`config.mk`:
```
export PLATFORM = sky130hd
export DESIGN_NAME = bcd_operand_entry
export DESIGN_NICKNAME = d
export VERILOG_FILES = /design/src/rtl/bcd_lab_pkg.sv /design/src/rtl/bcd_operand_entry_debounce.sv /design/src/rtl/bcd_operand_entry.sv
export SDC_FILE = /design/constraint.sdc
export NUM_CORES = 1
export LEC_CHECK = 0
export ABC_AREA = 1
export BUFFER_PORTS_ARGS = -buffer_cell sky130_fd_sc_hd__clkbuf_2
export CORE_MARGIN = 1
export CORE_UTILIZATION = 45
export CTS_BUF_LIST = sky130_fd_sc_hd__clkbuf_4
export DETAILED_ROUTE_END_ITERATION = 12
export SLEW_MARGIN = 20
export SYNTH_ARGS = -nofsm -noshare
export SYNTH_HDL_FRONTEND = slang
export SYNTH_SLANG_ARGS = --single-unit
```
`constraint.sdc`:
```
create_clock -name clock_100Mhz -period 2.4 [get_ports clock_100Mhz]
set_clock_uncertainty 0.15 [all_clocks]
set_input_delay 0.12 -clock clock_100Mhz [delete_from_list [all_inputs] [get_ports clock_100Mhz]]
set_output_delay 0.12 -clock clock_100Mhz [all_outputs]
set_load 0.03 [all_outputs]
```
`src/rtl/bcd_lab_pkg.sv`:
```
// bcd_lab_pkg: shared entry-state codes and BCD digit constants for the BCD adder lab
package bcd_lab_pkg;
    localparam int BCD_W = 4;
    localparam logic [BCD_W-1:0] BCD_MAX = 4'd9;
    typedef enum logic [1:0] {
        ENTER_A = 2'b00,
        ENTER_B = 2'b01,
        READY   = 2'b10
    } entry_state_t;
endpackage

```
`src/rtl/bcd_operand_entry_debounce.sv`:
```
// btn_debounce: input synchronizer, stability counter and one-cycle press pulse for a push-button
module btn_debounce #(
    parameter int DEBOUNCE_CYCLES = 1000000,
    parameter int SYNC_STAGES     = 2
) (
    input  logic clock_100Mhz,
    input  logic reset,
    input  logic btn,
    output logic press
);
    localparam int CW = $clog2(DEBOUNCE_CYCLES + 1);
    logic [SYNC_STAGES-1:0] sync_q;
    logic                   stable;
    logic [CW-1:0]          cnt;
    // Synchronize, count disagreement cycles, toggle the stable level once it has held long enough
    always_ff @(posedge clock_100Mhz or posedge reset) begin
        if (reset) begin
            sync_q <= '0;
            stable <= 1'b0;
            cnt    <= '0;
            press  <= 1'b0;
        end else begin
            sync_q <= {sync_q[SYNC_STAGES-2:0], btn};
            press  <= 1'b0;
            if (sync_q[SYNC_STAGES-1] == stable) begin
                cnt <= '0;
            end else if (cnt == CW'(DEBOUNCE_CYCLES)) begin
                stable <= ~stable;
                cnt    <= '0;
                press  <= ~stable;
            end else begin
                cnt <= cnt + 1'b1;
            end
        end
    end
endmodule

```
`src/rtl/bcd_operand_entry.sv`:
```
// bcd_operand_entry: debounced, range-checked entry of BCD operands A, B and carry-in (range check enabled by BCD_RANGE_CHECK_EN)
module bcd_operand_entry
    import bcd_lab_pkg::*;
#(
    parameter int DEBOUNCE_CYCLES = 1000000,
    parameter int SYNC_STAGES     = 2
) (
    input  logic             clock_100Mhz,
    input  logic             reset,
    input  logic [BCD_W-1:0] sw,
    input  logic             sw_carry,
    input  logic             btn_load,
    input  logic             btn_clear,
    output logic [BCD_W-1:0] a,
    output logic [BCD_W-1:0] b,
    output logic             carry_in,
    output logic             operands_valid,
    output logic             entry_error,
    output logic [1:0]       entry_state
);
    entry_state_t                     state, state_n;
    logic [SYNC_STAGES-1:0][BCD_W:0]  sw_pipe;
    logic [BCD_W-1:0]                 sw_s, a_n, b_n;
    logic                             carry_s, c_n, err_n, legal, load_press, clear_press;

    btn_debounce #(.DEBOUNCE_CYCLES(DEBOUNCE_CYCLES), .SYNC_STAGES(SYNC_STAGES)) u_load (
        .clock_100Mhz(clock_100Mhz), .reset(reset), .btn(btn_load), .press(load_press)
    );
    btn_debounce #(.DEBOUNCE_CYCLES(DEBOUNCE_CYCLES), .SYNC_STAGES(SYNC_STAGES)) u_clear (
        .clock_100Mhz(clock_100Mhz), .reset(reset), .btn(btn_clear), .press(clear_press)
    );

    assign sw_s    = sw_pipe[SYNC_STAGES-1][BCD_W-1:0];
    assign carry_s = sw_pipe[SYNC_STAGES-1][BCD_W];
`ifdef BCD_RANGE_CHECK_EN
    assign legal = sw_s <= BCD_MAX;
`else
    assign legal = 1'b1;
`endif
    assign operands_valid = state == READY;
    assign entry_state    = state;

    // Synchronize the digit and carry switches with the same depth as the buttons
    always_ff @(posedge clock_100Mhz or posedge reset) begin
        if (reset) sw_pipe <= '0;
        else       sw_pipe <= {sw_pipe[SYNC_STAGES-2:0], {sw_carry, sw}};
    end

    // Next state and operand updates; clear overrides a coincident load
    always_comb begin
        state_n = state;
        a_n     = a;
        b_n     = b;
        c_n     = carry_in;
        err_n   = entry_error;
        if (clear_press) begin
            state_n = ENTER_A;
            a_n     = '0;
            b_n     = '0;
            c_n     = 1'b0;
            err_n   = 1'b0;
        end else begin
            case (state)
                ENTER_A, READY: if (load_press) begin
                    a_n     = legal ? sw_s : a;
                    err_n   = ~legal;
                    state_n = legal ? ENTER_B : state;
                end
                ENTER_B: if (load_press) begin
                    b_n     = legal ? sw_s : b;
                    c_n     = legal ? carry_s : carry_in;
                    err_n   = ~legal;
                    state_n = legal ? READY : ENTER_B;
                end
                default: state_n = ENTER_A;
            endcase
        end
    end

    // State and operand registers
    always_ff @(posedge clock_100Mhz or posedge reset) begin
        if (reset) begin
            state       <= ENTER_A;
            a           <= '0;
            b           <= '0;
            carry_in    <= 1'b0;
            entry_error <= 1'b0;
        end else begin
            state       <= state_n;
            a           <= a_n;
            b           <= b_n;
            carry_in    <= c_n;
            entry_error <= err_n;
        end
    end
endmodule

```
==> results of run 1 <==
## worst paths after layout
path	end	depth (start not counted)	start
setup / recovery	u_clear.press	7	u_clear.cnt[0]
hold / removal	u_clear.cnt[19]	3	reset
setup reg to reg	u_clear.press	7	u_clear.cnt[0]
hold reg to reg	sw_pipe[5]	0	sw_pipe[0]
max in group asynchronous	u_load.cnt[3]	4	reset
min in group clock_100Mhz	sw_pipe[3]	2	sw[3]
## placed cells by master, fill, tap and decap left out
cell type,n
a21oi_1,8
and2_1,1
buf_12,1
bufinv_16,2
clkbuf_2,20
clkbuf_4,9
clkinv_1,1
clkinv_4,1
clkinvlp_4,1
conb_1,1
dfrtp_1,69
dlygate4sd3_1,8
ha_1,4
inv_1,44
inv_2,3
inv_6,2
mux2_2,8
nand2_1,57
nand2_2,6
nand2_4,1
nand3_1,31
nand3_2,4
nand3_4,1
nand4_1,4
nor2_1,82
nor2_2,5
nor2_4,8
nor3_1,9
nor3_2,1
nor3b_1,1
o21ai_0,3
o21ai_1,3
o21ai_2,1
o21bai_1,1
xnor2_1,5
xor2_1,16
xor2_2,2
## Yosys cell counts, types with 6 or more instances
library cell	n	share of area (%)
nand3_1	31	4.6
nand2_2	6	1.1
nor2_4	8	2.7
nor2_1	82	9.2
inv_1	45	5.0
nand2_1	57	6.4
nor3_1	9	1.3
dfrtp_1	69	51
a21oi_1	8	1.2
xor2_1	16	4.2
mux2_2	8	2.7
## registers in the layout (all words and copies together) (netlist names)
name,cells
u_load.cnt,20
sw_pipe,9
u_clear.sync_q,2
carry_in,1
u_clear.press,1
b,4
u_load.sync_q,2
carry_s,1
u_load.stable,1
a,4
entry_state,2
u_clear.cnt,20
u_load.press,1
u_clear.stable,1
## stage by stage
step | setup slack [ns] | hold WS (ns)
6_report | 0.772 | 0.131
5_1_grt | 0.599 | 0.180
4_1_cts | 0.772 | 0.133
3_5_place_dp | 0.788 | 0.0462
3_3_place_gp | 0.821 | 0.0391
2_1_floorplan | 0.390 | 0.00143
## area by class of cell
cell class	instances	area (um^2)
Multi-Input combinational cell	263	1450
Clock buffer	9	67.6
Sequential cell	69	1730
Fill cell	689	3420
Timing Repair Buffer	29	200
Tap cell	99	124
Clock inverter	7	97.6
Inverter	47	176
## per-layer routing
| layer | share of wire, % | global-route usage (%) | wire [um] |
|---|---|---|---|
| met5 | 0 | 0 | 0 |
| met4 | 1.6 | 7.77 | 102 |
| met3 | 3.5 | 4.76 | 218 |
| met2 | 49 | 30.1 | 3050 |
| met1 | 46 | 24.0 | 2920 |
## where the power goes
group / total, W / leakage (nW) / switching [W] / internal (W)
Sequential: 0.00120 / 0.927 / 0.0000134 / 0.00118
Clock: 0.000877 / 0.0846 / 0.000449 / 0.000428
Combinational: 0.0000899 / 0.729 / 0.0000573 / 0.0000325
Total: 0.00216 / 1.74 / 0.000520 / 0.00164
## kinds of logic (layout without fill, tap and decap cells)
family | count (synthesis) | count (layout) | synth area share, %
buffers and inverters | 49 | 92 | 5.62
muxes | 8 | 8 | 2.68
DFF | 69 | 69 | 51.4
AOI/OAI and AO/OA | 16 | 16 | 2.57
xor gates and xnor gates | 23 | 23 | 6.44
adders and majority gates | 4 | 4 | 1.49
other | 1 | 1 | 0.112
and+or+nand+nor | 211 | 211 | 29.7
## timing repair
item	CTS	global route
hold buffers	8	0
hold endpoints to repair	32	0
setup endpoints to repair	0	0
## worst min-delay path, cell delays in order
cell,delay (ns)
dlygate4sd3_1,0.53
clkbuf_2,0.11
inv_2,0.42
==> results.ini, run 1 <==
[outcome]
outcome = finished, final reports clean

[setup_path]
endpoint_kind = flop
crit_path_top_delay_cell = dfrtp_1
path_buf_inv = 1
arrival_ns = 1.84
required_ns = 2.61
crit_fanout = 4
crit_family = simple AND/OR/NAND/NOR gates
worstPathCellList = inv_1 > ha_1 > nand2_1 > nor3_1 > nor3b_1 > nand3_1 > nor2_1
crit_path_start_kind = flop
critPathKind = reg2reg
slowest_delay_ns = 0.44
rrSetupSlack_ns = 0.77

[power_and_ir_drop]
p_leak_nw = 1.74
p_per_area_nw_per_um2 = 563
total_power_w = 0.00216
ir_drop_mv = 0.291

[grt]
grt_pass1_wl_mm = 10.9
grt_usage_pct = 18.7
overflow = 0
grt_antenna_before_repair = 0
grt_max_degree = 45
grt_pass1_vias = 2406

[die]
ios = 22
dieArea_um2 = 7820
start_util_pct = 46.3
fp.coreArea_um2 = 7250
std_cell_rows = 31
die_h_um = 88.4
die_w_um = 88.4

[place]
placedCellCount = 499
gp_congestion = 0.835
port-buffer-count = 20
hpwl_mm = 4.53
placed_area_um2 = 3590

[clocking]
post_cts_buffers = 0
numClockSinks = 69
cts.path.max_buffers = 2
htree_num_levels = 3
clkTransAtPathRegs_ns = 0.12
numCtsBuffers = 9
cts_tree = built
cts_root_buf = clkbuf_4
clkLatencyLatePin_ns = 0.42
cts-resized-gates = 0

[routing]
vias_per_cell = 4.80
first_iter_violations = 111
drc = 0
wire_per_inst_um = 12.0
wirelength_mm = 6.29
ant_nets = 0
via_count = 2511
firstDrtPassIters = 4

[yosys]
synth.avg_cell_area_um2 = 8.82
synthFlopType = dfrtp_1
ys_ff_latch = 69
synth-async-reset-ratio_pct = 100
syn_nets = 394
yosysWarningCount = 0
synth.cell_area_um2 = 3360
synth-edff-count = 0
syn_inst = 381
ys_types = 30
synth_seq_area_share_pct = 51.4

[finish]
diodes = 0
nets = 432
final_area_um2 = 3840
area_growth_pct = 14.2
stdcell_count = 523
final_util_pct = 52.9
layout-drive-gt1-share_pct = 17.9

[timing]
hold_viol = 0
slew_headroom_pct = 61.3
slew_violations = 0
fmax_ghz = 0.614
fin_crit_sh_pct = 67.9
min_period_ns = 1.63
finalSetupViolCount = 0
tns_ns = 0
rsz0062_at_grt = no
tightest_slew_ns = 0.580

[worst_hold_path]
hold_path_class = in2async

[job]
cap_violations = 0

Power figures use the tool's default switching activity.
==> run 2, diff against run 1 <==
- clock period: 2.4 -> 1.4 ns (I/O delays scaled with it)
==> run 2 against run 1 <==
The run now ends with negative setup slack left; first-iteration DRC count grew 41%; count of clock-buffer cells in the layout rose by 1; combinational power rose to 3.0 times the previous value; sequential share of layout area down 8.4 points; cell count is 12% higher; maximum frequency up 3.8%; core utilization increased by 13 points; die area did not move; critical path depth shrank 1; non-clock buffer count rose by 64.
==> results.ini, run 2 (synthesis results as in run 1) <==
[outcome]
outcome = finished, violations left
violations = negative setup slack

[power_and_ir_drop]
p_int_w = 0.00272
p_sw_w = 0.000896
ir_drop_mv = 0.391
p_leak_nw = 2.11
p_per_area_nw_per_um2 = 760
total_power_w = 0.00361
p_seq_share_pct = 56.9
clockPowerShare_pct = 35.5
p_sw_share_pct = 24.8
combPwrFrac_pct = 7.6

[clocking]
cts_root_buf = clkbuf_4
numCtsBuffers = 9
numClockSinks = 69
htree_num_levels = 3
cts_tree = built
clkLatencyLatePin_ns = 0.42
cts.path.max_buffers = 2
clkTransAtPathRegs_ns = 0.12

[place]
preCtsSetupSlack_ns = -0.174
placedCellCount = 542
hpwl_mm = 4.95
placed_area_um2 = 3940
port-buffer-count = 20
gp_congestion = 0.887

[routing]
vias_per_cell = 4.77
drc = 0
firstDrtPassIters = 4
wirelength_mm = 7.68
ant_nets = 0
wire_per_inst_um = 13.1
via_count = 2801
first_iter_violations = 156

[setup_path]
rrSetupSlack_ns = -0.17
r2r_end = u_clear.cnt[12]
critPathKind = reg2reg
crit_fanout = 4
critPathLaunch = u_clear.cnt[0]
r2r-start = u_clear.cnt[0]
r2r_cells = 6
arrival_ns = 1.74
endpoint_kind = flop
crit_path_start_kind = flop
required_ns = 1.57
worstSetupEndpoint = u_clear.cnt[12]

[timing]
min_period_ns = 1.57
fmax_ghz = 0.637
setup_ws_ns = -0.169
fin_crit_sh_pct = 112
slew_violations = 0
finalSetupViolCount = 42
hold_viol = 0
rsz0062_at_grt = yes

[die]
fp.coreArea_um2 = 7250
ios = 22
die_w_um = 88.4
dieArea_um2 = 7820
std_cell_rows = 31
start_util_pct = 46.3
die_h_um = 88.4

[finish]
nets = 496
diodes = 0
final_area_um2 = 4750
final_util_pct = 65.5
reg_top3 = u_clear.cnt: 20 flops, u_load.cnt: 20 flops, sw_pipe: 9 flops
stdcell_count = 587
area_growth_pct = 41.4
fill_cells = 582
final_cell_mix = 60 x nor2_1, 60 x dfrtp_1, 58 x buf_4, 45 x nand2_1, 35 x inv_1
layout-drive-gt1-share_pct = 44.9

[grt]
grt_pass1_wl_mm = 11.7
overflow = 0
grt_antenna_before_repair = 0
grt_pass1_vias = 2566
grt_max_degree = 70
grt_usage_pct = 20.1

[job]
cap_violations = 0

[worst_hold_path]
hold_path_class = in2async

run 2: area by class of cell:
cell class              count  area [um^2]  area share, %
clock inverters             6         63.8           1.34
well taps                  99          124           2.61
repair buffers             93          713           15.0
inverters                  47          183           3.85
flip-flops and latches     69         1740           36.6
multi-input cells         263         1850           39.0
clock buffers              10         75.1           1.58
run 2: how the worst min path moves through the flow:
stage          startpoint  slack (ns)              to
5_1_grt          sw_carry        0.12      sw_pipe[4]
2_1_floorplan       sw[0]       -0.05      sw_pipe[0]
3_3_place_gp     sw_carry        0.03      sw_pipe[4]
3_5_place_dp        sw[2]        0.03      sw_pipe[2]
4_1_cts             reset        0.12        carry_in
6_report            reset        0.10  entry_state[1]
run 2: power groups by stage:
stage / logic [W] / clock network [W] / registers [W]
after floorplan: 0.000100 / 0 / 0.00208
after global placement: 0.000180 / 0 / 0.00209
after detailed placement: 0.000183 / 0 / 0.00209
after CTS: 0.000219 / 0.00134 / 0.00205
after global routing: 0.000307 / 0.00143 / 0.00206
final: 0.000273 / 0.00128 / 0.00206
run 2: per-stage QoR:
stage	TNS [ns]	hold slack (ns)
5_1_grt	-7.90	0.116
6_report	-4.11	0.102
2_1_floorplan	-0.150	-0.0486
3_3_place_gp	-1.83	0.0291
4_1_cts	-2.19	0.116
3_5_place_dp	-2.92	0.0315
run 2: repair_timing:
item / 4_1_cts / 5_1_grt
endpoints found under the hold margin: 76 / 0
hold buffers: 8 / 0
pin swaps: 12 / 32
setup endpoints to repair: 34 / 48
resized for setup: 33 / 81
buffers inserted: 6 / 16
run 2: per-layer routing:
metal | up-vias | part of all wire (%) | GRT usage [%]
li1 | 1395 | - | -
met1 | 1345 | 46 | 26.4
met2 | 53 | 49 | 32.6
met3 | 8 | 3.9 | 5.32
met4 | 0 | 1.0 | 6.16
met5 | - | 0 | 0
run 2: critical path, stage by stage (launching register included):
cell and delay, ns:
dfrtp_1 0.44, ha_2 0.22, nand2_2 0.08, nor2_4 0.18, nand4_1 0.17, xor2_1 0.19
nor2_1 0.05
==> run 3, diff against run 2 <==
==> constraint.sdc (replaced) <==
create_clock -name clock_100Mhz -period 1.4 [get_ports clock_100Mhz]
set_clock_uncertainty 0.15 [all_clocks]
set_input_delay 0 -clock clock_100Mhz [delete_from_list [all_inputs] [get_ports clock_100Mhz]]
set_output_delay 0 -clock clock_100Mhz [all_outputs]
set_load 0.03 [all_outputs]
==> run 3 against run 2 <==
The flow still finishes with violations (negative setup slack); clock power down 5%; cell count down 1.0%; die area unchanged; non-clock buffer count down 6; power down 3.1%; first-iteration DRC count down 33%; maximum frequency up 0.92%; combinational power down 15%; register-to-register slack about the same; critical endpoint is now u_clear.cnt[18]; largest power group unchanged; highest routed layer unchanged.
==> results.ini, run 3 (synthesis results as in run 1) <==
[grt]
grt_usage_pct = 20.5
grt_max_degree = 70
grt_pass1_wl_mm = 12.1
overflow = 0
grt_pass1_vias = 2616
grt_antenna_before_repair = 0

[finish]
stdcell_count = 581
nets = 490
area_growth_pct = 36.2
layout-drive-gt1-share_pct = 39.0
reg_top3 = u_clear.cnt: 20 flops, u_load.cnt: 20 flops, sw_pipe: 9 flops
final_util_pct = 63.1
final_cell_mix = 68 x nor2_1, 64 x dfrtp_1, 51 x buf_4, 44 x nand2_1, 39 x inv_1
diodes = 0
layout_commonest_cell = nor2_1
multiInputGateArea_um2 = 1740
regArea_um2 = 1730
fill_cells = 622

[outcome]
outcome = finished, violations left
violations = negative setup slack

[routing]
drc = 0
vias_per_cell = 4.78
wirelength_mm = 7.27
ant_nets = 0
firstDrtPassIters = 4
via_count = 2777
first_iter_violations = 104
wire_per_inst_um = 12.5

[power_and_ir_drop]
p_leak_nw = 2.07
total_power_w = 0.00350
p_sw_w = 0.000825
p_seq_share_pct = 58.6
p_sw_share_pct = 23.6
combPwrFrac_pct = 6.6
p_int_w = 0.00268
clockPowerShare_pct = 34.7
ir_drop_mv = 0.409
p_per_area_nw_per_um2 = 765

[die]
fp.coreArea_um2 = 7250
dieArea_um2 = 7820
start_util_pct = 46.3
std_cell_rows = 31
die_w_um = 88.4
ios = 22
die_h_um = 88.4

[clocking]
cts_root_buf = clkbuf_4
htree_num_levels = 3
cts.path.max_buffers = 2
cts_tree = built
clkLatencyLatePin_ns = 0.39
numClockSinks = 69
clkTransAtPathRegs_ns = 0.11
numCtsBuffers = 9

[timing]
finalSetupViolCount = 36
fmax_ghz = 0.643
rsz0062_at_grt = yes
fin_crit_sh_pct = 111
tns_ns = -3.11
hold_viol = 0
slew_violations = 0
setup_ws_ns = -0.154
holdWs_ns = 0.0711
min_period_ns = 1.55

[setup_path]
required_ns = 1.55
arrival_ns = 1.70
crit_fanout = 6
crit_path_start_kind = flop
critPathKind = reg2reg
endpoint_kind = flop

[place]
placedCellCount = 540
port-buffer-count = 20
gp_congestion = 0.905
hpwl_mm = 5.08

[worst_hold_path]
hold_path_class = in2async

[job]
cap_violations = 0

run 3: repair_timing:
| item | in CTS | in global routing |
|---|---|---|
| pin swaps | 20 | 11 |
| hold buffers | 8 | 0 |
| buffers inserted | 11 | 6 |
| resized for setup | 47 | 40 |
| setup endpoints to repair | 39 | 49 |
| endpoints found under the hold margin | 76 | 0 |
run 3: power by group through the flow:
stage | sequential [W] | combinational (W) | clock (W)
final | 0.00205 | 0.000233 | 0.00122
after global routing | 0.00206 | 0.000261 | 0.00135
after detailed placement | 0.00209 | 0.000180 | 0
after CTS | 0.00205 | 0.000216 | 0.00127
after floorplan | 0.00208 | 0.000100 | 0
after global placement | 0.00209 | 0.000177 | 0
run 3: final timing paths:
path / slack [ns] / end / from / cells past startpoint
hold / removal: 0.07 / carry_in / reset / 4
setup / recovery: -0.15 / u_clear.cnt[18] / u_clear.cnt[1] / 8
min in group clock_100Mhz: 0.10 / sw_pipe[4] / sw_carry / 2
setup reg to reg: -0.15 / u_clear.cnt[18] / u_clear.cnt[1] / 8
max in group asynchronous: 0.71 / u_clear.cnt[12] / reset / 4
hold reg to reg: 0.21 / u_clear.sync_q[1] / u_clear.sync_q[0] / 0
run 3: critical path, stage by stage, from the launching register on:
cell and delay [ns]:
dfrtp_1 0.43, inv_1 0.07, ha_2 0.17, nand2_2 0.08, nor3_4 0.14, buf_6 0.12
nand3_4 0.12, nand2_4 0.13, nor2_1 0.05
run 3: metrics by stage:
| stage | setup slack, ns | cell area (um^2) |
|---|---|---|
| floorplan | -0.0499 | 3390 |
| global placement | -0.123 | 3930 |
| detailed placement | -0.150 | 3930 |
| CTS | -0.141 | 4400 |
| global route | -0.243 | 4580 |
| finish | -0.154 | 4580 |
run 3: cell type report:
class,count,share of cell area [%]
multi-input combinational,263,38.0
timing repair buffer,87,14.6
clock buffer,10,1.64
inverter,47,3.99
clock inverter,6,1.18
tap,99,2.71
sequential,69,37.9
run 3: per-layer routing:
metal | track usage (%) | part of all wire, % | vias to the layer above
li1 | - | - | 1384
met1 | 27.7 | 48 | 1330
met2 | 32.5 | 47 | 59
met3 | 3.36 | 4.1 | 4
met4 | 9.09 | 0.55 | 0
met5 | 0 | 0 | -
